<file path="config.mk">
export PLATFORM = sky130hd
export DESIGN_NAME = fifo_rp_ctrl
export DESIGN_NICKNAME = d
export VERILOG_FILES = /design/src/rtl/fifo_rp_ctrl_pkg.sv /design/src/rtl/fifo_rp_ctrl_ptr_inc.sv /design/src/rtl/fifo_rp_ctrl.sv
export SDC_FILE = /design/constraint.sdc
export NUM_CORES = 1
export LEC_CHECK = 0
export ABC_AREA = 1
export CORE_ASPECT_RATIO = 1.25
export CORE_MARGIN = 1.5
export CORE_UTILIZATION = 55
export CTS_CLUSTER_SIZE = 14
export DETAILED_ROUTE_END_ITERATION = 12
export DONT_BUFFER_PORTS = 1
export GPL_ROUTABILITY_DRIVEN = 0
export PLACE_DENSITY = 0.7
export RECOVER_POWER = 50
export SYNTH_ARGS = -nofsm -noshare
export SYNTH_HDL_FRONTEND = slang
export SYNTH_SLANG_ARGS = --single-unit
</file>
<file path="constraint.sdc">
create_clock -name clk -period 2.1 [get_ports clk]
set_clock_uncertainty 0.1 [all_clocks]
set_input_delay 0.42 -clock clk [delete_from_list [all_inputs] [get_ports clk]]
set_output_delay 0.42 -clock clk [all_outputs]
set_load 0.02 [all_outputs]
</file>
<file path="src/rtl/fifo_rp_ctrl_pkg.sv">
// fifo_rp_ctrl_pkg: shared constants, FSM encoding and depth helper for the FIFO pointer controller.
package fifo_rp_ctrl_pkg;
    localparam int ADDR_W_DEF = 8;
    localparam int DEPTH_DEF = 1 << ADDR_W_DEF;
    typedef enum logic {IDLE = 1'b0, ACTIVE = 1'b1} state_t;
    function automatic int depth_of(input int aw);
        return 1 << aw;
    endfunction
endpackage

</file>
<file path="src/rtl/fifo_rp_ctrl_ptr_inc.sv">
// fifo_rp_ctrl_ptr_inc: combinational modulo-2**W pointer increment.
module fifo_rp_ctrl_ptr_inc #(
    parameter int W = 8
) (
    input  logic [W-1:0] a,
    output logic [W-1:0] y
);
    assign y = a + W'(1);
endmodule

</file>
<file path="src/rtl/fifo_rp_ctrl.sv">
// fifo_rp_ctrl: FIFO write pointer, occupancy and RP_Reg load control.
// Define FIFO_ERR_FLAGS_EN to add sticky ovf/udf error flags.
module fifo_rp_ctrl
    import fifo_rp_ctrl_pkg::*;
#(
    parameter int ADDR_W = ADDR_W_DEF
) (
    input  logic              clk,
    input  logic              rst,
    input  logic              wr_req,
    input  logic              rd_req,
    input  logic              flush,
    input  logic [ADDR_W-1:0] RP,
    output logic [ADDR_W-1:0] RP_next,
    output logic              RP_en,
    output logic [ADDR_W-1:0] WP,
    output logic              wr_en,
    output logic [ADDR_W:0]   count,
    output logic              empty,
    output logic              full,
    output logic              rd_valid
`ifdef FIFO_ERR_FLAGS_EN
    ,
    output logic              ovf,
    output logic              udf
`endif
);
    localparam int DEPTH = depth_of(ADDR_W);
    localparam logic [ADDR_W:0] ONE = 1;

    state_t state, state_next;
    logic wr_acc, rd_acc;
    logic [ADDR_W:0] count_next;
    logic [ADDR_W-1:0] wp_inc, rp_inc;

    fifo_rp_ctrl_ptr_inc #(.W(ADDR_W)) u_wp_inc (.a(WP), .y(wp_inc));
    fifo_rp_ctrl_ptr_inc #(.W(ADDR_W)) u_rp_inc (.a(RP), .y(rp_inc));

    assign empty   = count == '0;
    assign full    = count == DEPTH[ADDR_W:0];
    assign wr_acc  = !rst && wr_req && !full && !flush;
    assign rd_acc  = !rst && rd_req && !empty && !flush;
    assign wr_en   = wr_acc;
    assign RP_en   = !rst && (rd_acc || flush);
    assign RP_next = flush ? '0 : rp_inc;

    // ACTIVE is held while a read is accepted so its rd_valid strobe still lands
    always_comb begin
        count_next = (wr_acc && !rd_acc) ? count + ONE : (rd_acc && !wr_acc) ? count - ONE : count;
        state_next = flush ? IDLE : (state == IDLE) ? (wr_acc ? ACTIVE : IDLE) :
                     (count_next == '0 && !rd_acc) ? IDLE : ACTIVE;
    end

    always_ff @(posedge clk) begin
        if (rst || flush) begin
            WP       <= '0;
            count    <= '0;
            rd_valid <= 1'b0;
            state    <= IDLE;
        end else begin
            if (wr_acc) WP <= wp_inc;
            count    <= count_next;
            rd_valid <= rd_acc && state == ACTIVE;
            state    <= state_next;
        end
    end

`ifdef FIFO_ERR_FLAGS_EN
    always_ff @(posedge clk) begin
        if (rst || flush) begin
            ovf <= 1'b0;
            udf <= 1'b0;
        end else begin
            ovf <= ovf || (wr_req && full);
            udf <= udf || (rd_req && empty);
        end
    end
`endif
endmodule

</file>
Yosys cells after proc, flatten, opt, wreduce, memory -nomap -nowiden. Index checks and enable logic that the tools add are counted.

Add/subtract/negate cells: 4. Equality and inequality tests: 1. Reductions and logical operators: 22. Multiplexer cells: 6.

Operators by type and width (number): $logic_not A9 Y1 (2); $mux W9 (2); $add A8 B1 Y8 const B (2); $logic_and A1 B1 Y1 (11); $add A9 B1 Y9 const B (1); $eq A9 B9 Y1 const B (1); $sub A9 B1 Y9 const B (1); $mux W8 (1); $logic_not A1 Y1 (6); $mux W1 (3); $logic_or A1 B1 Y1 (2); $reduce_or A2 Y1 (1).

Register bits after elaboration: 19. Word-level logic and storage cells: 37. Output and inout bits: 30.

Depth between registers and ports, before layout. Gate-level depths: netlist (run 1).

Depth in word-level cells: 12. Mapped depth: 15. Gate-level depth less buffers: 15.

By module. A second synthesis (run 1) with hierarchy kept.

Cell total of the unflattened synthesis: 263. Area, all modules: 1605.3 um^2.

Modules (own cells, without submodules): fifo_rp_ctrl (cells an instance 207, area each 1335.0 um^2, instances 1); fifo_rp_ctrl_ptr_inc (cells an instance 28, area each 135.1 um^2, instances 2).

Worst setup path after synthesis (run 1). Ideal clock, no wire load.

Path kind: register to register. Start point: register count[0]. End point: register state. Period minus slack after synthesis: 2.056 ns. Data arrival time: 1.839 ns. Path buffers: 0. Cell stages (with the launch flop): 15. Slack: 0.044 ns. Data required time: 1.883 ns. Library setup time: 0.117 ns. Path through: dfxtp_1 -> inv_1 -> ha_1 -> nand2_2 -> nor2_4 -> nand2_2 -> nand3_4 -> inv_2 -> nor2_4 -> nand2_1 -> nand2_1 -> a21oi_1 -> nand2_1 -> nor2_1 -> a21oi_1.

Cells in the longest elaborated chain, start to end: 12. Elaborated cells between the ends (all ways): 21.

Ends and longest elaborated chain: from (decl) (RTL line fifo_rp_ctrl.sv:18) `output logic [ADDR_W:0] count,`; from (signal assigned) (RTL line fifo_rp_ctrl.sv:62) `count <= count_next;`; $eq A9 B9 Y1 * (RTL line fifo_rp_ctrl.sv:40) `assign full = count == DEPTH[ADDR_W:0];`; $logic_not A1 Y1 * (RTL line fifo_rp_ctrl.sv:41) `assign wr_acc = !rst && wr_req && !full && !flush;`; $logic_and A1 B1 Y1 * (2 in series) (RTL line fifo_rp_ctrl.sv:41); via wr_en (RTL line fifo_rp_ctrl.sv:17) `output logic wr_en,`; $logic_not A1 Y1 (RTL line fifo_rp_ctrl.sv:49) `count_next = (wr_acc && !rd_acc) ? count + ONE : (rd_acc && !wr_acc) ? count - ONE : count;`; $logic_and A1 B1 Y1 (RTL line fifo_rp_ctrl.sv:49); $mux W9 (2 in series) (RTL line fifo_rp_ctrl.sv:49); $logic_not A9 Y1 (RTL line fifo_rp_ctrl.sv:51) `(count_next == '0 && !rd_acc) ? IDLE : ACTIVE;`; $logic_and A1 B1 Y1 (RTL line fifo_rp_ctrl.sv:51); $mux W1 (RTL line fifo_rp_ctrl.sv:51); $mux W1 * (RTL line fifo_rp_ctrl.sv:50) `state_next = flush ? IDLE : (state == IDLE) ? (wr_acc ? ACTIVE : IDLE) :`; to (signal assigned) (RTL line fifo_rp_ctrl.sv:64) `state <= state_next;`; to (decl) (RTL line fifo_rp_ctrl.sv:31) `state_t state, state_next;`.

Mark *: on every way through the listed nets, which the timed path passes. The rest lies on a longest branch. A chain may end at the register's enable or synchronous reset.

Worst setup path after layout (run 1).
Start point: register count[0]. End point: register state.

Cells in the longest elaborated chain, start to end: 12. Elaborated cells between the ends (all ways): 21.

Ends and longest elaborated chain (RTL line): branches (longest 11 deep; another with $sub A9 B1 Y9); $mux W1 * (fifo_rp_ctrl.sv:50).

Mark *: on every way between the ends.

==> results.md, run 1 <==
- The core region is 2258 µm².
- The smallest clock period supported by the final layout is computed as 2.036 ns.
- The number of buffer and inverter instances along the worst setup path is 1.
- After synthesis the cells add up to 1336 µm².
- The maximum achievable frequency is 491.2 MHz.
- The share of total power dissipated in combinational logic is 0.192.
- The total inserted antenna cells is 0.
- The overall routed net length is 3.275 mm.
- In this run the worst path has a maximum fanout of 8.
- The count of port buffers added during placement is 0.
- Clock tree synthesis found a total of 19 sinks.
- Among all cell types in the netlist, the one instantiated most often is sky130_fd_sc_hd__nand2_1.
- Buffers inserted during clock tree synthesis total 3.
- The latest clock arrival within the worst-skew pair is 0.30 ns.
- The post-layout instance area is 1682 µm².
- In the routed layout, each cell is associated on average with a via count of 5.304.
- The switching share of total power is 0.2991.
- The die covers 2736 µm².
- The floorplan die height is 58.11 µm.
- Counting instances in the post-synthesis netlist gives the leading cell types as 46 x sky130_fd_sc_hd__nand2_1, 32 x sky130_fd_sc_hd__inv_1, 28 x sky130_fd_sc_hd__nor2_1.
- The run finished with clean final reports.
- Summed over all nets, the switching power comes to 0.0002057 W.
- The first global-routing pass estimated 4.988 mm of wire.
- The number of slew-limit violations in the final report is 0.
- The average size of a mapped cell is 6.274 µm².
- 43 I/O pins were placed.
- The cell type with the highest occurrence count on the critical path is sky130_fd_sc_hd__nand2_2.
- The area added between synthesis and finish is 25.84%.
- The number of placed cells counting well taps is 263.
- The worst pin sits at a relative slew slack of 0.6893.
- The share of synthesized area in the top cell type comes to 0.2846.
- At the pin with the least slew margin, the transition time is 0.4675 ns.
- The first TritonRoute pass finished after 4 iterations.
- The count of vias placed by the detailed router is 1448.
- For this run, the total global-route usage over all layers was measured as 0.2439.
- The number of global-route vias before repair is 1312.
- The CTS tree is built.
- The clock transition at the registers of the reported paths is 0.12 ns.
- Entering global routing, the biggest net connects 12 pins.
- Setup violations remaining at the end of the flow were counted as 0.
- Across the run, the number of max-cap violations was 0.
- The net count of the mapped netlist is 230.
- The worst hold path class is in2reg.
- The worst ir drop on vdd is 432.8 µV.
- Counting flops with a built-in enable in the synthesized netlist gives 0.
- Traced cell by cell, the critical path runs through inv_2 > ha_4 > nand2_4 > nor2_4 > nand2_2 > nand3_4 > nor2_4 > nand2_2 > nand2_2 > nand2_1 > nand2_2 > nand3_2 > nor2_2 > a21oi_1.
- The slowest stage of the critical path belongs to the cell sky130_fd_sc_hd__dfxtp_2.
- The post-synthesis sequential area ratio is 0.2846.
- For this run, the slowest stage of the critical path takes 0.38 ns.
- Counting flops and latches in the post-synthesis netlist gives 19.
- The finished layout holds 273 standard cells, fillers aside.
- The H-tree depth reported by CTS is 1.
- The final number of hold-violating endpoints is 0.
- The layout cell share with drive strength beyond 1 is 0.2562.
- CTS placed an instance of sky130_fd_sc_hd__clkbuf_4 at the clock tree root.
- The number of design rule violations left after detail routing is 0.
- The floorplan has 19 rows.
- For this run, asynchronously set or reset flops after synthesis account for 0.
- Synthesis produced 213 cells.
- The DRC marker count from the first detailed-route iteration is 33.
- The synthesized netlist contains 24 unique library cells.
- The layout net count is 260.
- Summed over all instances, the cell type with the most area after synthesis is sky130_fd_sc_hd__dfxtp_1.
- STA classifies the critical path endpoint as a flip-flop.
- The required time at the endpoint of the critical path is 2.20 ns.
- The total half-perimeter wirelength after legalization and detailed placement is 2.621 mm.
- The type of the setup path with the least slack is reg2reg.
- The die width is 47.09 µm.
- After global routing the overflow that remains totals 0.
- The most used flip-flop cell after synthesis is sky130_fd_sc_hd__dfxtp_1.
- The startpoint kind of the worst setup timing path is a flip-flop.
- Broken down by cell family, the worst path's largest delay share belongs to simple AND/OR/NAND/NOR gates.
- The internal power of the cells totals 0.0004818 W.
- The power density of the placed cells is 408.8 nW/µm².
- The number of antenna violations at the first check in global routing is 0.
- In the finished design, the share of the clock period the worst path needs comes to 0.9695.
- The part of the total power dissipated in sequential elements is 0.535.
- Summed over all cells, the static leakage comes to 0.7907 nW.
- The final sum of negative setup slack is 0 ns.
- After synthesis, the cell types taking the most area are sky130_fd_sc_hd__dfxtp_1 28%, sky130_fd_sc_hd__nand2_1 13%, sky130_fd_sc_hd__inv_1 9.0%.
- The total of warnings raised by yosys is 0.
- The post-route antenna net violation count is 0.
- Setup repair after global routing could not meet its margin everywhere.
- The number of hold buffers added after cts is 0.
- The cell area after placement is 1521 µm².
- The routed wirelength normalized by instance count is 12.00 µm.
- The arrival time reported for the critical path endpoint is 2.13 ns.
- The buffer depth of the longest clock path is 2.
- The clock share of power is 0.273.
- For this configuration, the core starts out at a cell density of 0.5917.
==> flip-flops by register name (all words and copies together), names as in the netlist <==
register / flops
count: 9
WP: 8
rd_valid: 1
state: 1
==> worst paths after layout <==
path,from,to,slack [ns],cells past startpoint
worst max-delay path,count[0],state,0.06,14
worst min-delay path,wr_req,WP[1],0.34,3
worst max register to register,count[0],state,0.06,14
worst min register to register,state,rd_valid,0.38,2
==> per-layer routing <==
layer | GRT usage | wire, µm | part of all wire | vias up
li1 | - | - | - | 743
met1 | 0.2777 | 1319 | 0.40 | 649
met4 | 0.06746 | 46 | 0.014 | 0
met5 | 0 | 0 | 0 | -
met2 | 0.4481 | 1755 | 0.54 | 50
met3 | 0.03738 | 153 | 0.047 | 6
==> tightest hold or removal path: stages <==
cell	delay (ns)
sky130_fd_sc_hd__nand2_1	0.11
sky130_fd_sc_hd__nand2_1	0.10
sky130_fd_sc_hd__a21oi_1	0.06
==> cells in the final DEF, fill, tap and decap left out, types with 6 or more instances in the layout <==
cell / netlist / routed
sky130_fd_sc_hd__a21oi_1: 21 / 21
sky130_fd_sc_hd__buf_4: 0 / 21
sky130_fd_sc_hd__dfxtp_1: 19 / 16
sky130_fd_sc_hd__inv_1: 32 / 30
sky130_fd_sc_hd__nand2_1: 46 / 39
sky130_fd_sc_hd__nand2_2: 4 / 9
sky130_fd_sc_hd__nand3_1: 17 / 15
sky130_fd_sc_hd__nor2_1: 28 / 26
sky130_fd_sc_hd__o21ai_0: 9 / 8
sky130_fd_sc_hd__xor2_1: 6 / 6
==> cell families after synthesis <==
group,count (synthesis),synth area share
and+or+nand+nor,117,0.4185
AOI/OAI and AO/OA,32,0.1217
adders and majority gates,4,0.03745
xor gates and xnor gates,6,0.03933
DFF,19,0.2846
buffers and inverters,35,0.09832
==> final cells by class <==
cell class	count	area, µm²
Clock inverter	1	5.005
Tap cell	31	38.79
Sequential cell	19	386.6
Inverter	34	132.6
Timing Repair Buffer	26	191.4
Multi-Input combinational cell	159	904.6
Fill cell	204	576.8
Clock buffer	3	22.52
==> power groups by stage <==
| stage | Sequential [W] | Combinational, W | Clock (W) |
|---|---|---|---|
| 2_1_floorplan | 0.000380 | 0.0000842 | 0 |
| 3_3_place_gp | 0.000376 | 0.000116 | 0 |
| 3_5_place_dp | 0.000376 | 0.000120 | 0 |
| 4_1_cts | 0.000368 | 0.000122 | 0.000188 |
| 5_1_grt | 0.000368 | 0.000144 | 0.000208 |
| 6_report | 0.000368 | 0.000132 | 0.000188 |
==> what timing repair did <==
action / in CTS / in global routing
setup buffers: 3 / 3
gates resized for setup: 3 / 28
endpoints found under the setup margin: 3 / 7
pin swaps: 2 / 13
==> per-stage QoR <==
step	setup slack, ns	util	hold WS [ns]	power, W
after detailed placement	0.02870	0.6737	0.3771	0.0004960
after CTS	0.007533	0.6970	0.3172	0.0006787
after global routing	-0.07421	0.7446	0.3620	0.0007205
final	0.06406	0.7446	0.3391	0.0006875
after global placement	0.09250	0.6737	0.3681	0.0004930
after floorplan	0.04382	-	0.3249	0.0004640
No activity file was read; power rests on OpenSTA's default activity.
==> run 2: changes to the inputs <==
--- a/config.mk
+++ b/config.mk
@@ -6,6 +6,7 @@
 export NUM_CORES = 1
 export LEC_CHECK = 0
 export ABC_AREA = 1
+export CAP_MARGIN = 40
 export CORE_ASPECT_RATIO = 1.25
 export CORE_MARGIN = 1.5
 export CORE_UTILIZATION = 55
@@ -13,6 +14,7 @@
 export DETAILED_ROUTE_END_ITERATION = 12
 export DONT_BUFFER_PORTS = 1
 export GPL_ROUTABILITY_DRIVEN = 0
+export GPL_TIMING_DRIVEN = 0
 export PLACE_DENSITY = 0.7
 export RECOVER_POWER = 50
 export SYNTH_ARGS = -nofsm -noshare
==> run 2 against run 1 <==
The run now ends with setup timing left. Via count increased by 2.1%. Sequential power rose by 1%. Utilization grew 1.4 points. Largest cell class unchanged. Global-route usage down 0.18 points. Wire length grew 11%. Non-clock buffer count shrank 14. Sequential share of layout area rose by 0.091 points.
==> results.md, run 2 (synthesized netlist as in run 1, its figures left out) <==
- Run status: finished with violations (was finished, final reports clean).
- The checks that failed: setup timing.
- The number of placed cells counting well taps is 244 (was 263).
- The number of cell rows is 19 (unchanged).
- The switching share of total power came to 0.3191 (was 0.2991).
- The overall routed net length is 3.642 mm (was 3.275 mm).
- The number of buffer and inverter instances along the worst setup path was 2 (was 1).
- The most crowded layer after global routing is met2 (unchanged).
- The period utilization is 1.030 (was 0.9695).
- The power dissipated by switching net loads was 0.0002269 W (was 0.0002057 W).
- The number of buffers inserted during clock tree synthesis came to 3 (unchanged).
- The I/O pin count was 43 (unchanged).
- The detail-routed via count per cell is 5.688 (was 5.304).
- The worst ir drop on vdd came to 312.8 µV (was 432.8 µV).
- The aggregate global routing overflow was 0 (unchanged).
- The clock transition at the registers of the reported paths came to 0.12 ns (about the same).
- The number of antenna violations at the first check in global routing came to 0 (unchanged).
- The number of global-route vias before repair was 1236 (was 1312).
- The number of hold buffers added after cts was 0 (unchanged).
- The count of vias placed by the detailed router is 1479 (was 1448).
- Cell-by-cell trace of the critical path: inv_4 > ha_4 > nand2_4 > nor2_4 > buf_6 > a21oi_2 > nor2_4 > nand2_2 > nand2_2 > nand2_2 > nand2_2 > nand3_2 > nor2_1 > a21oi_1 (was inv_2 > ha_4 > nand2_4 > nor2_4 > nand2_2 > nand3_4 > nor2_4 > nand2_2 > nand2_2 > nand2_1 > nand2_2 > nand3_2 > nor2_2 > a21oi_1).
- The H-tree depth reported by CTS came to 1 (unchanged).
- The startpoint kind of the worst setup timing path is a flip-flop (unchanged).
- The layout net count is 247 (was 260).
- The root buffer selected by CTS is sky130_fd_sc_hd__clkbuf_4 (unchanged).
- The worst hold path class is in2reg (unchanged).
- The kind of end point of the critical path is a flip-flop (unchanged).
- The final count of negative-setup-slack endpoints is 1 (was 0).
- The part of the total power dissipated in sequential elements is 0.523 (was 0.535).
- The post-layout instance area came to 1713 µm² (was 1682 µm²).
- The number of design rule violations left after detail routing came to 0 (unchanged).
- The area of the placeable core is 2258 µm² (unchanged).
- The cell-internal power is 0.0004841 W (was 0.0004818 W).
- The die width is 47.09 µm (unchanged).
- The number of clock sinks came to 19 (unchanged).
- The wire length of the first global-routing pass is 4.926 mm (was 4.988 mm).
- The worst slew margin relative to its limit came to 0.5761 (was 0.6893).
- The CTS tree is built (unchanged).
- The required time at the endpoint of the critical path is 2.20 ns (about the same).
- The count of port buffers added during placement was 0 (unchanged).
- The final non-filler cell total is 260 (was 273).
- The arrival time reported for the critical path endpoint was 2.26 ns (was 2.13 ns).
- The initial cell density of the core is 0.5917 (unchanged).
- The final core utilization came to 0.7584 (was 0.7446).
- The buffer depth of the longest clock path was 2 (unchanged).
- The latest clock arrival within the worst-skew pair is 0.30 ns (about the same).
- The register ranked first by flip-flop count is count (unchanged).
- The floorplan die height came to 58.11 µm (unchanged).
- The area added between synthesis and finish is 28.18% (was 25.84%).
- The cell type with the highest occurrence count on the critical path is sky130_fd_sc_hd__nand2_2 (unchanged).
- The layout cell share with drive strength beyond 1 is 0.3013 (was 0.2562).
- The flip-flop count of the largest register after layout is 9 (unchanged).
- The global routing usage on met2 is 0.4325 (was 0.4481).
- The total half-perimeter wirelength after legalization and detailed placement is 2.313 mm (was 2.621 mm).
- The clock share of power came to 0.276 (was 0.273).
- The peak per-stage delay on the critical path came to 0.42 ns (was 0.38 ns).
- The cell area after placement is 1375 µm² (was 1521 µm²).
- The maximum achievable frequency was 462.5 MHz (was 491.2 MHz).
- The fraction of power consumed by combinational cells was 0.201 (was 0.192).
- The total global-route track usage is 0.2421 (was 0.2439).
- The total inserted antenna cells came to 0 (unchanged).
- The largest delay contributor family on the critical path is simple AND/OR/NAND/NOR gates (unchanged).
- The shortest clock period the worst path allows after layout was 2.162 ns (was 2.036 ns).
- The met3 global-route usage was 0.05919 (was 0.03738).
- The post-route antenna net violation count is 0 (unchanged).
- The area enclosed by the die boundary was 2736 µm² (unchanged).
- The met1 global-route usage is 0.2794 (was 0.2777).
- The power density of the placed cells is 415.1 nW/µm² (was 408.8 nW/µm²).
- Top flop regs: count (9), WP (8) (unchanged).
- The type of the setup path with the least slack is reg2reg (unchanged).
- The count of max-cap constraint violations was 0 (unchanged).
- RSZ-0062 raised after global routing: yes (unchanged).
- The routed wirelength normalized by instance count was 14.01 µm (was 12.00 µm).
- The maximum fanout encountered on the critical timing path was 8 (unchanged).
- The final number of hold-violating endpoints is 0 (unchanged).
- The slowest library cell on the worst path is sky130_fd_sc_hd__dfxtp_4 (was sky130_fd_sc_hd__dfxtp_2).
- Top library cells by usage in the layout, fill and taps aside: 32 x sky130_fd_sc_hd__nand2_1, 29 x sky130_fd_sc_hd__inv_1, 25 x sky130_fd_sc_hd__nor2_1 (was 39 x sky130_fd_sc_hd__nand2_1, 30 x sky130_fd_sc_hd__inv_1, 26 x sky130_fd_sc_hd__nor2_1).
- The final worst slack is -0.06203 ns (was 0.06406 ns).
- The number of fillers in the final layout was 180 (was 204).
- The largest net degree at the start of global routing is 12 (unchanged).
- The leading cell type in the layout, fill and taps excluded is sky130_fd_sc_hd__nand2_1 (unchanged).
- The transition time at the pin with the least slew margin is 0.6336 ns (was 0.4675 ns).
- The leakage dissipation is 0.7607 nW (was 0.7907 nW).
- The number of slew-limit violations in the final report was 0 (unchanged).
- The detailed-routing iteration count for the pre-antenna-repair pass is 4 (unchanged).
- The DRC marker count from the first detailed-route iteration is 44 (was 33).
[run 2: power by group through the flow]
| stage | Sequential, W | Clock (W) | Combinational [W] |
|---|---|---|---|
| 6_report | 0.000372 | 0.000196 | 0.000143 |
| 5_1_grt | 0.000372 | 0.000210 | 0.000155 |
| 4_1_cts | 0.000371 | 0.000204 | 0.000104 |
| 3_5_place_dp | 0.000381 | 0 | 0.0000993 |
| 3_3_place_gp | 0.000381 | 0 | 0.0000967 |
| 2_1_floorplan | 0.000380 | 0 | 0.0000842 |
[run 2: tightest hold or removal path, delay by kind of cell]
kind / cells / cell delay, ns
compound gates: 2 / 0.11
buf+inv: 1 / 0.05
simple gates: 1 / 0.07
[run 2: per-layer routing]
| layer | wire length (µm) | vias up |
|---|---|---|
| li1 | - | 724 |
| met1 | 1397 | 686 |
| met2 | 1973 | 63 |
| met3 | 238 | 6 |
| met4 | 32 | 0 |
| met5 | 0 | - |
[run 2: final timing paths]
kind / end / start / slack [ns] / cells after the start
worst max-delay path: state / count[1] / -0.06 / 14
worst min-delay path: WP[1] / wr_req / 0.28 / 4
worst max register to register: state / count[1] / -0.06 / 14
worst min register to register: rd_valid / state / 0.37 / 2
[run 2: repair_timing]
| item | in CTS | in global routing |
|---|---|---|
| resized for setup | 12 | 51 |
| setup buffers | 1 | 10 |
| pin swaps | 2 | 15 |
| setup endpoints to repair | 16 | 9 |
| hold endpoints to repair | 0 | 0 |
| cloned | 0 | 1 |
[run 2: stage by stage]
stage / power [W] / worst slack [ns] / setup TNS, ns / hold WS [ns]
after floorplan: 0.0004640 / 0.04382 / 0 / 0.3249
after global placement: 0.0004775 / -0.2228 / -0.5526 / 0.3457
after detailed placement: 0.0004802 / -0.2384 / -0.8263 / 0.3508
after CTS: 0.0006789 / -0.03018 / -0.05671 / 0.2565
after global routing: 0.0007364 / -0.1366 / -0.3178 / 0.3012
final: 0.0007110 / -0.06203 / -0.06203 / 0.2803
[run 2: layout make-up]
type                    instances  area [µm²]  share of cell area
inverters                      34       145.1             0.08473
flip-flops and latches         19       395.4              0.2308
clock inverters                 1       5.005            0.002922
plain buffers                   1       3.754            0.002191
well taps                      31       38.79             0.02264
repair buffers                 11       106.4             0.06209
clock buffers                   3       22.52             0.01315
multi-input cells             160       996.0              0.5814
==> run 3: changes to the inputs <==
--- a/config.mk
+++ b/config.mk
@@ -15,7 +15,7 @@
 export DONT_BUFFER_PORTS = 1
 export GPL_ROUTABILITY_DRIVEN = 0
 export GPL_TIMING_DRIVEN = 0
-export PLACE_DENSITY = 0.7
+export PLACE_DENSITY = 0.73
 export RECOVER_POWER = 50
 export SYNTH_ARGS = -nofsm -noshare
 export SYNTH_HDL_FRONTEND = slang
==> constraint.sdc (replaced) <==
create_clock -name clk -period 1.98 [get_ports clk]
set_clock_uncertainty 0.1 [all_clocks]
set_input_delay 0.396 -clock clk [delete_from_list [all_inputs] [get_ports clk]]
set_output_delay 0.396 -clock clk [all_outputs]
set_load 0.02 [all_outputs]
==> run 3 against run 2 <==
Wire length down 8.1%. Critical endpoint unchanged. The run still ends with setup timing left. Die area unchanged. Utilization down 4.3 points. Non-clock buffer count down 1.
==> results.md, run 3 (synthesized netlist as in run 1, its figures left out) <==
- The register-to-register setup slack is -0.07 ns (was -0.06 ns).
- The number of hold buffers added after cts is 0 (unchanged).
- RSZ-0062 raised after global routing: yes (unchanged).
- The clock share of power is 0.288 (was 0.276).
- Top flop regs: count (9), WP (8) (unchanged).
- The startpoint of the lowest-slack register-to-register path is count[1] (unchanged).
- The largest delay contributor family on the critical path was simple AND/OR/NAND/NOR gates (unchanged).
- Violated checks: setup timing (unchanged).
- The final count of negative-setup-slack endpoints is 3 (was 1).
- The met3 routed wirelength is 186 µm (was 238 µm).
- Run status: finished with violations (unchanged).
- The type of the setup path with the least slack is reg2reg (unchanged).
- The final core utilization was 0.7152 (was 0.7584).
- The count of max-cap constraint violations is 0 (unchanged).
- The routed wirelength normalized by instance count is 12.97 µm (was 14.01 µm).
- The met2 layer wire length in the routed design came to 1.877 mm (was 1.973 mm).
- The root buffer selected by CTS is sky130_fd_sc_hd__clkbuf_4 (unchanged).
- The cell area after placement was 1378 µm² (was 1375 µm²).
- The register ranked first by flip-flop count is count (unchanged).
- The post-place setup slack came to -0.2259 ns (was -0.2384 ns).
- The startpoint kind of the worst setup timing path is a flip-flop (unchanged).
- The maximum fanout encountered on the critical timing path came to 8 (unchanged).
- The launch instance of the worst min-delay path is wr_req (unchanged).
- The total inserted antenna cells is 0 (unchanged).
- The wire length of the first global-routing pass is 5.409 mm (was 4.926 mm).
- The arrival time reported for the critical path endpoint is 2.16 ns (was 2.26 ns).
- The latest clock arrival within the worst-skew pair was 0.31 ns (was 0.30 ns).
- Cell-by-cell trace of the critical path: inv_2 > ha_4 > nand2_4 > nor2_4 > nand2_2 > nand3_4 > nor2_4 > nand2_2 > nand2_1 > nand2_1 > nand2_2 > nand3_2 > nor2_2 > a21oi_1 (was inv_4 > ha_4 > nand2_4 > nor2_4 > buf_6 > a21oi_2 > nor2_4 > nand2_2 > nand2_2 > nand2_2 > nand2_2 > nand3_2 > nor2_1 > a21oi_1).
- The layout cell share with drive strength beyond 1 is 0.2643 (was 0.3013).
- The area added between synthesis and finish is 20.88% (was 28.18%).
- The transition time at the pin with the least slew margin is 0.6112 ns (was 0.6336 ns).
- The post-route antenna net violation count came to 0 (unchanged).
- The DRC marker count from the first detailed-route iteration was 24 (was 44).
- The final worst slack is -0.07102 ns (was -0.06203 ns).
- The layout net count is 245 (was 247).
- The number of slew-limit violations in the final report is 0 (unchanged).
- The aggregate global routing overflow came to 0 (unchanged).
- The post-route met1 wirelength came to 1.221 mm (was 1.397 mm).
- The buffer depth of the longest clock path is 2 (unchanged).
- The worst slew margin relative to its limit came to 0.5894 (was 0.5761).
- The final number of hold-violating endpoints is 0 (unchanged).
- The power density of the placed cells is 455.1 nW/µm² (was 415.1 nW/µm²).
- The total power of the final layout is 0.0007352 W (was 0.0007110 W).
- The initial cell density of the core is 0.5917 (unchanged).
- The slowest library cell on the worst path is sky130_fd_sc_hd__dfxtp_4 (unchanged).
- The leading cell type in the layout, fill and taps excluded was sky130_fd_sc_hd__nand2_1 (unchanged).
- The shortest clock period the worst path allows after layout is 2.051 ns (was 2.162 ns).
- The depth of the worst register-to-register path came to 14 (unchanged).
- The number of buffer and inverter instances along the worst setup path is 1 (was 2).
- The number of buffers inserted during clock tree synthesis is 3 (unchanged).
- The number of antenna violations at the first check in global routing was 0 (unchanged).
- The worst ir drop on vdd was 504.7 µV (was 312.8 µV).
- The cell-internal power is 0.0005025 W (was 0.0004841 W).
- The fraction of power consumed by combinational cells came to 0.177 (was 0.201).
- The worst hold slack after final layout is 0.2407 ns (was 0.2803 ns).
- The reg-to-reg endpoint is state (unchanged).
- The part of the total power dissipated in sequential elements is 0.536 (was 0.523).
- The peak per-stage delay on the critical path came to 0.43 ns (was 0.42 ns).
- The kind of end point of the critical path was a flip-flop (unchanged).
- The I/O pin count came to 43 (unchanged).
- The detail-routed via count per cell came to 5.496 (was 5.688).
- The number of global-route vias before repair came to 1400 (was 1236).
- The floorplan die height is 58.11 µm (unchanged).
- The number of cell rows was 19 (unchanged).
- The depth of the worst hold-timing path came to 4 (unchanged).
- Top library cells by usage in the layout, fill and taps aside: 38 x sky130_fd_sc_hd__nand2_1, 29 x sky130_fd_sc_hd__inv_1, 22 x sky130_fd_sc_hd__nor2_1 (was 32 x sky130_fd_sc_hd__nand2_1, 29 x sky130_fd_sc_hd__inv_1, 25 x sky130_fd_sc_hd__nor2_1).
- The total half-perimeter wirelength after legalization and detailed placement came to 2.448 mm (was 2.313 mm).
- The switching share of total power was 0.3164 (was 0.3191).
- The worst hold path class was in2reg (unchanged).
- The largest net degree at the start of global routing is 12 (unchanged).
- The total global-route track usage is 0.2656 (was 0.2421).
- The count of port buffers added during placement came to 0 (unchanged).
- The clock transition at the registers of the reported paths is 0.12 ns (about the same).
- The area enclosed by the die boundary was 2736 µm² (unchanged).
- The cell type with the highest occurrence count on the critical path is sky130_fd_sc_hd__nand2_2 (unchanged).
- The flip-flop count of the largest register after layout was 9 (unchanged).
- The leakage dissipation is 0.7219 nW (was 0.7607 nW).
- The period utilization is 1.036 (was 1.030).
- The die width is 47.09 µm (unchanged).
- The count of vias placed by the detailed router was 1418 (was 1479).
- The power dissipated by switching net loads came to 0.0002326 W (was 0.0002269 W).
- The top metal layer carrying routed signals is met4 (unchanged).
- The H-tree depth reported by CTS is 1 (unchanged).
- The area of the placeable core is 2258 µm² (unchanged).
- The number of design rule violations left after detail routing is 0 (unchanged).
- The required time at the endpoint of the critical path is 2.09 ns (was 2.20 ns).
- The post-layout instance area is 1615 µm² (was 1713 µm²).
- The overall routed net length was 3.346 mm (was 3.642 mm).
- The detailed-routing iteration count for the pre-antenna-repair pass is 5 (was 4).
- The CTS tree is built (unchanged).
- The maximum achievable frequency came to 487.6 MHz (was 462.5 MHz).
- The endpoint of the worst hold-timing path is WP[1] (unchanged).
- The number of clock sinks is 19 (unchanged).
==> run 3: cell types whose count changed in the layout (fill, tap and decap cells not counted), sizes merged <==
cell / previous run / this run
buf: 11 / 10
nand3: 21 / 20
==> run 3: per-stage QoR <==
| stage | std cells | TNS (ns) |
|---|---|---|
| finish | 258 | -0.09605 |
| global route | 258 | -0.8095 |
| CTS | 255 | -0.08051 |
| detailed placement | 244 | -0.6876 |
| global placement | 244 | -0.4502 |
| floorplan | 213 | 0 |
==> run 3: layout make-up <==
cell class                      count  area (µm²)
Multi-Input combinational cell    159       928.4
Tap cell                           31       38.79
Fill cell                         200       643.1
Sequential cell                    19       395.4
Clock inverter                      1       5.005
Inverter                           34       135.1
Buffer                              1       3.754
Clock buffer                        3       22.52
Timing Repair Buffer               10       86.33
==> run 3: repair_timing <==
action,CTS,global route
pin swaps,9,9
gates resized for setup,29,18
setup buffers,7,3
setup endpoints to repair,16,16
==> run 3: worst max path at each step <==
| stage | start | endpoint | slack, ns | depth (start not counted) |
|---|---|---|---|---|
| after CTS | count[1] | state | -0.07 | 14 |
| after detailed placement | count[0] | state | -0.23 | 14 |
| after floorplan | count[0] | state | 0.04 | 14 |
| after global routing | count[1] | state | -0.17 | 14 |
| final | count[1] | state | -0.07 | 14 |
| after global placement | count[0] | state | -0.20 | 14 |
==> run 3: worst min-delay path: cells and delay by family <==
kind            cells  cell delay [ns]
compound gates      2             0.12
simple gates        1             0.06
buf+inv             1             0.04
==> run 3: per-layer routing <==
layer,GRT usage,vias up
met5,0,-
met4,0.1230,0
met3,0.05607,9
met2,0.4951,53
met1,0.2615,641
li1,-,715
==> run 3: power by group through the flow <==
stage          combinational [W]  clock (W)  sequential (W)
2_1_floorplan          0.0000893          0        0.000403
3_3_place_gp            0.000102          0        0.000404
3_5_place_dp            0.000106          0        0.000404
4_1_cts                 0.000121   0.000213        0.000394
5_1_grt                 0.000142   0.000230        0.000395
6_report                0.000130   0.000212        0.000394
